<file path="src/rtl/motor_stop_pkg.sv">
// Shared types and constants for the motor stop sequencer.
package motor_stop_pkg;

  localparam int THR_W   = 11;
  localparam int STATE_W = 3;

  typedef enum logic [STATE_W-1:0] {
    ST_DISARMED = 3'd0,
    ST_ARMING   = 3'd1,
    ST_ARMED    = 3'd2,
    ST_RAMPDOWN = 3'd3,
    ST_STOPPED  = 3'd4
  } state_t;

  // Throttle minus step, clamped at zero. The extra top bit of the
  // difference is the borrow, which means the step overshot zero.
  function automatic logic [THR_W-1:0] thr_sat_sub(
    input logic [THR_W-1:0] a,
    input logic [THR_W:0]   b
  );
    logic [THR_W:0] diff;
    diff = {1'b0, a} - b;
    return diff[THR_W] ? '0 : diff[THR_W-1:0];
  endfunction

endpackage

</file>
<file path="src/rtl/stop_wdt.sv">
// Heartbeat watchdog: counts while enabled, restarts on kick, and flags
// expiry in the cycle where the count sits at WDT_CYCLES-1 with no kick.
module stop_wdt #(
  parameter int WDT_CYCLES = 50000000
) (
  input  logic clk,
  input  logic reset_n,
  input  logic enable,
  input  logic kick,
  output logic expired
);

  localparam int CNT_W = $clog2(WDT_CYCLES + 1);
  localparam logic [CNT_W-1:0] CNT_LAST = CNT_W'(WDT_CYCLES - 1);

  logic [CNT_W-1:0] r_cnt;

  // Count up while enabled; disable or kick restarts from zero, and the
  // count parks at its last value until the owner leaves the enabled state.
  always_ff @(posedge clk) begin
    if (!reset_n) begin
      r_cnt <= '0;
    end else if (!enable || kick) begin
      r_cnt <= '0;
    end else if (r_cnt != CNT_LAST) begin
      r_cnt <= r_cnt + 1'b1;
    end
  end

  // A kick in the expiry cycle wins, so there is no expiry then.
  assign expired = enable && !kick && (r_cnt == CNT_LAST);

endmodule

</file>
<file path="src/rtl/motor_stop_seq.sv">
// Motor arm / soft-stop sequencer with throttle ramp-down.
// Optional heartbeat watchdog compiled in with `define MOTOR_STOP_WDT_EN;
// without it heartbeat is ignored and fault_wdt stays 0.
module motor_stop_seq
  import motor_stop_pkg::*;
#(
  parameter int ARM_HOLD   = 25000000,
  parameter int RAMP_DIV   = 50000,
  parameter int RAMP_STEP  = 8,
  parameter int WDT_CYCLES = 50000000
) (
  input  logic               clk,
  input  logic               reset_n,
  input  logic               arm_req,
  input  logic               stop_req,
  input  logic               heartbeat,
  input  logic               clear_req,
  input  logic [THR_W-1:0]   throttle_in,
  output logic [THR_W-1:0]   throttle_out,
  output logic               stop,
  output logic [STATE_W-1:0] state,
  output logic               fault_wdt
);

  localparam int HOLD_W = $clog2(ARM_HOLD + 1);
  localparam int DIV_W  = $clog2(RAMP_DIV + 1);
  localparam logic [HOLD_W-1:0] HOLD_LAST = HOLD_W'(ARM_HOLD - 1);
  localparam logic [DIV_W-1:0]  DIV_LAST  = DIV_W'(RAMP_DIV - 1);
  // A step larger than full scale behaves the same as full scale.
  localparam int STEP_CLAMP = (RAMP_STEP > (1 << THR_W)) ? (1 << THR_W) : RAMP_STEP;
  localparam logic [THR_W:0] STEP_EXT = (THR_W + 1)'(STEP_CLAMP);

  state_t             r_state;
  logic [THR_W-1:0]   r_thr;
  logic               r_stop;
  logic               r_fault;
  logic [HOLD_W-1:0]  r_hold_cnt;
  logic [DIV_W-1:0]   r_div_cnt;

  state_t             w_next_state;
  logic [THR_W-1:0]   w_thr_next;
  logic               w_stop_next;
  logic               w_fault_next;
  logic [HOLD_W-1:0]  w_hold_next;
  logic [DIV_W-1:0]   w_div_next;
  logic               w_expired;

`ifdef MOTOR_STOP_WDT_EN
  stop_wdt #(
    .WDT_CYCLES (WDT_CYCLES)
  ) u_wdt (
    .clk     (clk),
    .reset_n (reset_n),
    .enable  (r_state == ST_ARMED),
    .kick    (heartbeat),
    .expired (w_expired)
  );
`else
  logic w_unused;
  assign w_unused  = heartbeat ^ (WDT_CYCLES == 0);
  assign w_expired = 1'b0;
`endif

  // Next-state, next-output and counter logic; outputs are derived from the
  // state being entered so that every output comes straight from a register.
  always_comb begin
    w_next_state = r_state;
    w_thr_next   = '0;
    w_fault_next = r_fault;
    w_hold_next  = '0;
    w_div_next   = '0;
    case (r_state)
      ST_DISARMED: begin
        if (arm_req && !stop_req && (throttle_in == '0)) begin
          w_next_state = ST_ARMING;
        end
      end
      ST_ARMING: begin
        if (!arm_req || stop_req) begin
          w_next_state = ST_DISARMED;
        end else if (r_hold_cnt == HOLD_LAST) begin
          w_next_state = ST_ARMED;
          w_thr_next   = throttle_in;
        end else begin
          w_hold_next = r_hold_cnt + 1'b1;
        end
      end
      ST_ARMED: begin
        // All exit causes share one entry into the ramp, starting from the
        // throttle currently delivered.
        if (stop_req || !arm_req || w_expired) begin
          w_next_state = ST_RAMPDOWN;
          w_thr_next   = r_thr;
          if (w_expired) begin
            w_fault_next = 1'b1;
          end
        end else begin
          w_thr_next = throttle_in;
        end
      end
      ST_RAMPDOWN: begin
        if (r_thr == '0) begin
          w_next_state = ST_STOPPED;
        end else if (r_div_cnt == DIV_LAST) begin
          w_thr_next = thr_sat_sub(r_thr, STEP_EXT);
        end else begin
          w_thr_next = r_thr;
          w_div_next = r_div_cnt + 1'b1;
        end
      end
      ST_STOPPED: begin
        if (clear_req && !stop_req && !arm_req) begin
          w_next_state = ST_DISARMED;
          w_fault_next = 1'b0;
        end
      end
      default: begin
        w_next_state = ST_STOPPED;
      end
    endcase
    w_stop_next = !((w_next_state == ST_ARMED) || (w_next_state == ST_RAMPDOWN));
  end

  // State, output and counter registers with synchronous active-low reset.
  always_ff @(posedge clk) begin
    if (!reset_n) begin
      r_state    <= ST_DISARMED;
      r_thr      <= '0;
      r_stop     <= 1'b1;
      r_fault    <= 1'b0;
      r_hold_cnt <= '0;
      r_div_cnt  <= '0;
    end else begin
      r_state    <= w_next_state;
      r_thr      <= w_thr_next;
      r_stop     <= w_stop_next;
      r_fault    <= w_fault_next;
      r_hold_cnt <= w_hold_next;
      r_div_cnt  <= w_div_next;
    end
  end

  assign throttle_out = r_thr;
  assign stop         = r_stop;
  assign state        = r_state;
  assign fault_wdt    = r_fault;

endmodule

</file>
<file path="config.mk">
export PLATFORM = sky130hd
export DESIGN_NAME = motor_stop_seq
export DESIGN_NICKNAME = d
export VERILOG_FILES = /design/src/rtl/motor_stop_pkg.sv /design/src/rtl/stop_wdt.sv /design/src/rtl/motor_stop_seq.sv
export SDC_FILE = /design/constraint.sdc
export NUM_CORES = 1
export LEC_CHECK = 0
export CAP_MARGIN = 20
export CORE_MARGIN = 2
export CORE_UTILIZATION = 50
export DETAILED_ROUTE_END_ITERATION = 10
export PLACE_DENSITY = 0.71
export SYNTH_ARGS = -nofsm -noshare
export SYNTH_HDL_FRONTEND = slang
export SYNTH_HIERARCHICAL = 1
export SYNTH_SLANG_ARGS = --single-unit
</file>
<file path="constraint.sdc">
create_clock -name clk -period 1.85 [get_ports clk]
set_input_delay 0.185 -clock clk [delete_from_list [all_inputs] [get_ports clk]]
set_output_delay 0.185 -clock clk [all_outputs]
set_load 0.01 [all_outputs]
</file>
==> results.toml, run 1 <==
[cells_and_area]
n_antenna_cell = 0
final_common_cell = "nor2_1"
area_growth_pct = 36.2
drive_gt1_frac = 0.239
nets = 421
final.fill_count = 412
layout_common_cells = "54 x nor2_1, 50 x dfxtp_1, 48 x buf_4, 30 x clkdlybuf4s50_1"

[placement]
dp_hpwl_um = 4310
numPortBuffers = 30
place.gp.congestion = 0.813

[worst_setup_path]
critPathLaunchType = "flop"
worstPathArrival_ps = 2120
critPathCaptureType = "flop"
ff2ff_setup_slack_ps = -40
crit_required_ps = 2090
worst-setup-path-type = "reg -> reg"
path_max_fanout = 7

[routing]
met1Wirelength_um = 2970
via_count = 2566
drtPass1Iterations = 4
ant_nets = 0
wl_met2_um = 2950
post_drt_wl_per_cell_um = 13.2
drtIter0Drc = 136
vias_per_cell = 5.41
wl_um = 6270
post-route-drc-count = 0
wl_met3_um = 230
top_layer_used = "met4"

[timing]
rsz0062_at_grt = "yes"
fin_ws_ps = -36.2
fmaxAchievable_mhz = 530
final.setup.tns_ps = -224
fin_skew_ps = 9.35
final_max_slew_viol_count = 0
setup_viol = 9
period_needed_ps = 1890
timing.hold.ws_ps = 480
min_period_over_period = 1.02
hold_violations = 0

[synth]
syn_nets = 342
synth_top_area_frac = 0.401
ys_seq_area_frac = 0.401
ys_async_sr_fraction = 0
synth_top_area_cell = "dfxtp_1"
synth.distinct_cells = 56
synth_warnings = 6
ys_seq_elements = 56
synth_edf_count = 0
netlist_instances = 322
synthTopCellsByArea = "dfxtp_1 40%, xnor2_1 7.8%, nor2_1 7.3%"
synth_top_flop_cell = "dfxtp_1"
syn_area_per_cell_um2 = 8.68
syn_area_mm2 = 0.00280

[clock_tree]
cts_sinks = 56
clockBufferDepth = 2
clk_pin_slew_ps = 100
cts_buffers = 5
clock_latency_ps = 310
cts_root_buffer = "clkbuf_8"
htree_levels = 2
cts_tree = "yes"

[global_routing]
gr-total-overflow = 0
grt_pass1_wl_um = 10200
antenna_found_initial = 0
grt_max_degree = 26
track_usage = 0.206
grt_pass1_vias = 2306

[power_and_ir_drop]
power_density_mw_per_mm2 = 561
vdd_drop_max_v = 0.000528
leakage_nw = 1.36

[status]
failed_checks = "setup timing"
status = "finished with violations"

[die]
core_mm2 = 0.00544
io_pins = 33
die_area_mm2 = 0.00620
start_util = 0.514
die_w_um = 78.8
placementRows = 27
die_y_um = 78.8

[min_path]
hold_class = "in -> reg"

[flow_run]
cap_viol_max_count = 0
## layout make-up
cell class / count / area [um2] / share of cell area
clock buffers: 7 / 96.3 / 0.0253
clock inverters: 1 / 30.0 / 0.00789
inverters: 21 / 78.8 / 0.0207
multi-input cells: 235 / 1650 / 0.432
flip-flops and latches: 56 / 1130 / 0.298
well taps: 72 / 90.1 / 0.0237
repair buffers: 82 / 732 / 0.192
## state kept, by name, indices dropped and copies added (netlist names)
signal / flops
state: 3
r_div_cnt: 16
throttle_out: 11
stop: 1
r_hold_cnt: 25
## cell families (layout without fill, tap and decap cells)
group | after synthesis | in the layout | synth area share
adder cells (fa/ha/maj) | 3 | 3 | 0.0134
XOR/XNOR | 40 | 40 | 0.125
buffers and inverters | 33 | 111 | 0.0564
AO/OA/AOI/OAI | 34 | 36 | 0.100
AND/OR/NAND/NOR | 155 | 155 | 0.302
flip-flops | 56 | 56 | 0.401
other | 1 | 1 | 0.00134
## through the flow
step                      instances   util  power [mW]  cell area (um2)  worst slack (ps)
after global placement          458  0.643        1.29             3500              -129
after detailed placement        458  0.643        1.30             3500              -196
after global routing            474  0.700        2.20             3810              -122
after CTS                       469  0.681        2.16             3710             -31.2
after floorplan                 322      -        1.25             2820              16.0
final                           474  0.700        2.14             3810             -36.2
## power by group
part	internal (mW)	total (mW)	switching (mW)
logic	0.0380	0.0654	0.0274
clock network	0.478	0.871	0.393
registers	1.20	1.20	0.00000332
## synthesized netlist by cell type (3+ instances only)
cell / count
nand4_1: 8
buf_2: 4
o221ai_1: 6
inv_1: 21
nor3_1: 12
and3_1: 4
nand2_1: 14
o21ai_0: 3
ha_1: 3
nor2b_1: 4
nand3_1: 25
o41ai_1: 4
xnor2_1: 25
nor4_1: 10
xor2_1: 15
nor2_1: 54
o211ai_1: 3
dfxtp_1: 56
and4_1: 3
## per-layer routing
layer | vias up | GRT usage
met4 | 0 | 0.0789
met3 | 11 | 0.0375
met2 | 48 | 0.338
met5 | - | 0
li1 | 1294 | -
met1 | 1213 | 0.270
## timing repair
| item | in CTS | in global routing |
|---|---|---|
| pin swaps | 4 | 8 |
| resized for setup | 13 | 10 |
| buffers inserted | 3 | 3 |
| hold buffers | 0 | 0 |
| cloned | 0 | 2 |
| setup endpoints to repair | 11 | 41 |
## critical path, cell delays in order (launching register included)
cell and delay (ps):
dfxtp_2 330, or4bb_4 540, nor4_4 270, buf_6 160, o21a_1 170, o211ai_4 130
o221ai_2 210
## path summary, 6_finish.rpt
| check | start | endpoint | cells after the start |
|---|---|---|---|
| max | r_div_cnt[5] | throttle_out[9] | 6 |
| min | throttle_in[2] | throttle_out[2] | 3 |
| max reg2reg | r_div_cnt[5] | throttle_out[9] | 6 |
| min reg2reg | throttle_out[3] | throttle_out[3] | 1 |
Note: power is estimated with default switching activity, not from simulation.
==> run 2: changes to the inputs <==
--- a/config.mk
+++ b/config.mk
@@ -6,6 +6,7 @@
 export NUM_CORES = 1
 export LEC_CHECK = 0
 export CAP_MARGIN = 20
+export CORE_ASPECT_RATIO = 0.5
 export CORE_MARGIN = 2
 export CORE_UTILIZATION = 50
 export DETAILED_ROUTE_END_ITERATION = 10
==> run 2 against run 1 <==
The flow still finishes with violations (setup timing). Combinational power rose by 3.7%. Via count is 2.7% higher. Power decreased by 8.0%.
==> results.toml, run 2 (synthesis results as in run 1) <==
[worst_setup_path]
path_max_fanout = 7
critPathCaptureType = "flop"
worstPathArrival_ps = 2140
timing.rr.end = "throttle_out[8]"
r2r_start = "r_hold_cnt[0]"
crit_required_ps = 2080
r2r_cells = 8
worst-setup-path-type = "reg -> reg"
ff2ff_setup_slack_ps = -60
critPathLaunchType = "flop"
crit_start = "r_hold_cnt[0]"

[clock_tree]
cts_tree = "yes"
cts_buffers = 5
cts_sinks = 56
clockBufferDepth = 2
clock_latency_ps = 310
htree_levels = 2
cts_root_buffer = "clkbuf_8"
clk_pin_slew_ps = 100

[cells_and_area]
n_antenna_cell = 0
largest_register_ffs = 25
final_common_cell = "nor2_1"
stdcell_count = 475
nets = 421
drive_gt1_frac = 0.271
largest_register = "r_hold_cnt"
area_growth_pct = 36.6
layout_common_cells = "53 x nor2_1, 50 x buf_4, 49 x dfxtp_1, 30 x clkdlybuf4s50_1"

[placement]
pre_cts_ws_ps = -290
dp_hpwl_um = 4720
numPortBuffers = 30
place.gp.congestion = 0.877
dp.cells = 458

[routing]
post_drt_wl_per_cell_um = 14.9
post-route-drc-count = 0
ant_nets = 0
drtPass1Iterations = 4
wl_um = 7060
via_count = 2636
vias_per_cell = 5.55
drtIter0Drc = 138

[min_path]
holdPathEnd = "throttle_out[1]"
hold_class = "in -> reg"
min_from = "throttle_in[1]"
hold_depth = 3

[power_and_ir_drop]
leakage_nw = 1.37
vdd_drop_max_v = 0.000358
power_density_mw_per_mm2 = 515
power_mw = 1.97

[global_routing]
track_usage = 0.222
antenna_found_initial = 0
grt_pass1_wl_um = 11000
grt_pass1_vias = 2423
gr-total-overflow = 0
grt_max_degree = 26

[die]
core_mm2 = 0.00544
die_w_um = 110
placementRows = 19
die_area_mm2 = 0.00624
die_y_um = 56.9
start_util = 0.513
io_pins = 33

[timing]
timing.hold.ws_ps = 496
setup_viol = 9
rsz0062_at_grt = "yes"
fmaxAchievable_mhz = 524
period_needed_ps = 1910
hold_violations = 0
final_max_slew_viol_count = 0
min_period_over_period = 1.03
fin_ws_ps = -59.9
fin_skew_ps = 11.4
final.setup.tns_ps = -443

[status]
status = "finished with violations"
failed_checks = "setup timing"

[flow_run]
cap_viol_max_count = 0
## run 2: cell types whose count changed in the layout (fill, tap and decap cells not counted), sizes merged
cell    previous run  this run
buf               52        51
bufinv             1         0
clkbuf             7         6
clkinv             0         2
or2                2         3
## run 2: what timing repair did
item,CTS,global route
hold buffers,0,0
gates cloned,1,2
resized for setup,15,22
pin swaps,5,12
buffers inserted,1,5
setup endpoints to repair,36,26
hold endpoints to repair,0,0
## run 2: worst max-delay path, cell delays in order (launching register included)
cell      delay (ps)
dfxtp_2          370
ha_4             130
and4_4           210
nand4_1          150
buf_4            190
nor4_4           270
buf_4            190
o211ai_4         150
o211ai_1         200
## run 2: how the worst max path moves through the flow
stage | endpoint | slack [ps] | depth (start not counted)
floorplan | r_hold_cnt[17] | 20 | 8
global placement | throttle_out[2] | -100 | 6
detailed placement | throttle_out[2] | -290 | 6
CTS | throttle_out[2] | -20 | 7
global route | throttle_out[9] | -160 | 8
finish | throttle_out[8] | -60 | 8
## run 2: layout make-up
type	instances	area, um2
clock buffers	6	82.6
clock inverters	2	10.0
fillers	434	1630
inverters	21	78.8
multi-input cells	236	1730
flip-flops and latches	56	1130
well taps	73	91.3
repair buffers	81	696
## run 2: metal layers
layer | vias up | GRT usage | part of all wire
li1 | 1296 | - | -
met3 | 12 | 0.0499 | 0.043
met2 | 53 | 0.366 | 0.48
met1 | 1275 | 0.291 | 0.46
met5 | - | 0 | 0
met4 | 0 | 0.0633 | 0.013
## run 2: through the flow
stage,area (um2),utilization
after detailed placement,3480,0.639
after global routing,3820,0.701
after CTS,3650,0.671
after floorplan,2820,-
after global placement,3480,0.639
final,3820,0.701
## run 2: report_power, final
group | switching, mW | internal (mW) | total, mW | leakage [nW]
sequential | 0.00000148 | 1.20 | 1.20 | 0.454
clock | 0.394 | 0.300 | 0.694 | 0.0510
combinational | 0.0296 | 0.0381 | 0.0678 | 0.863
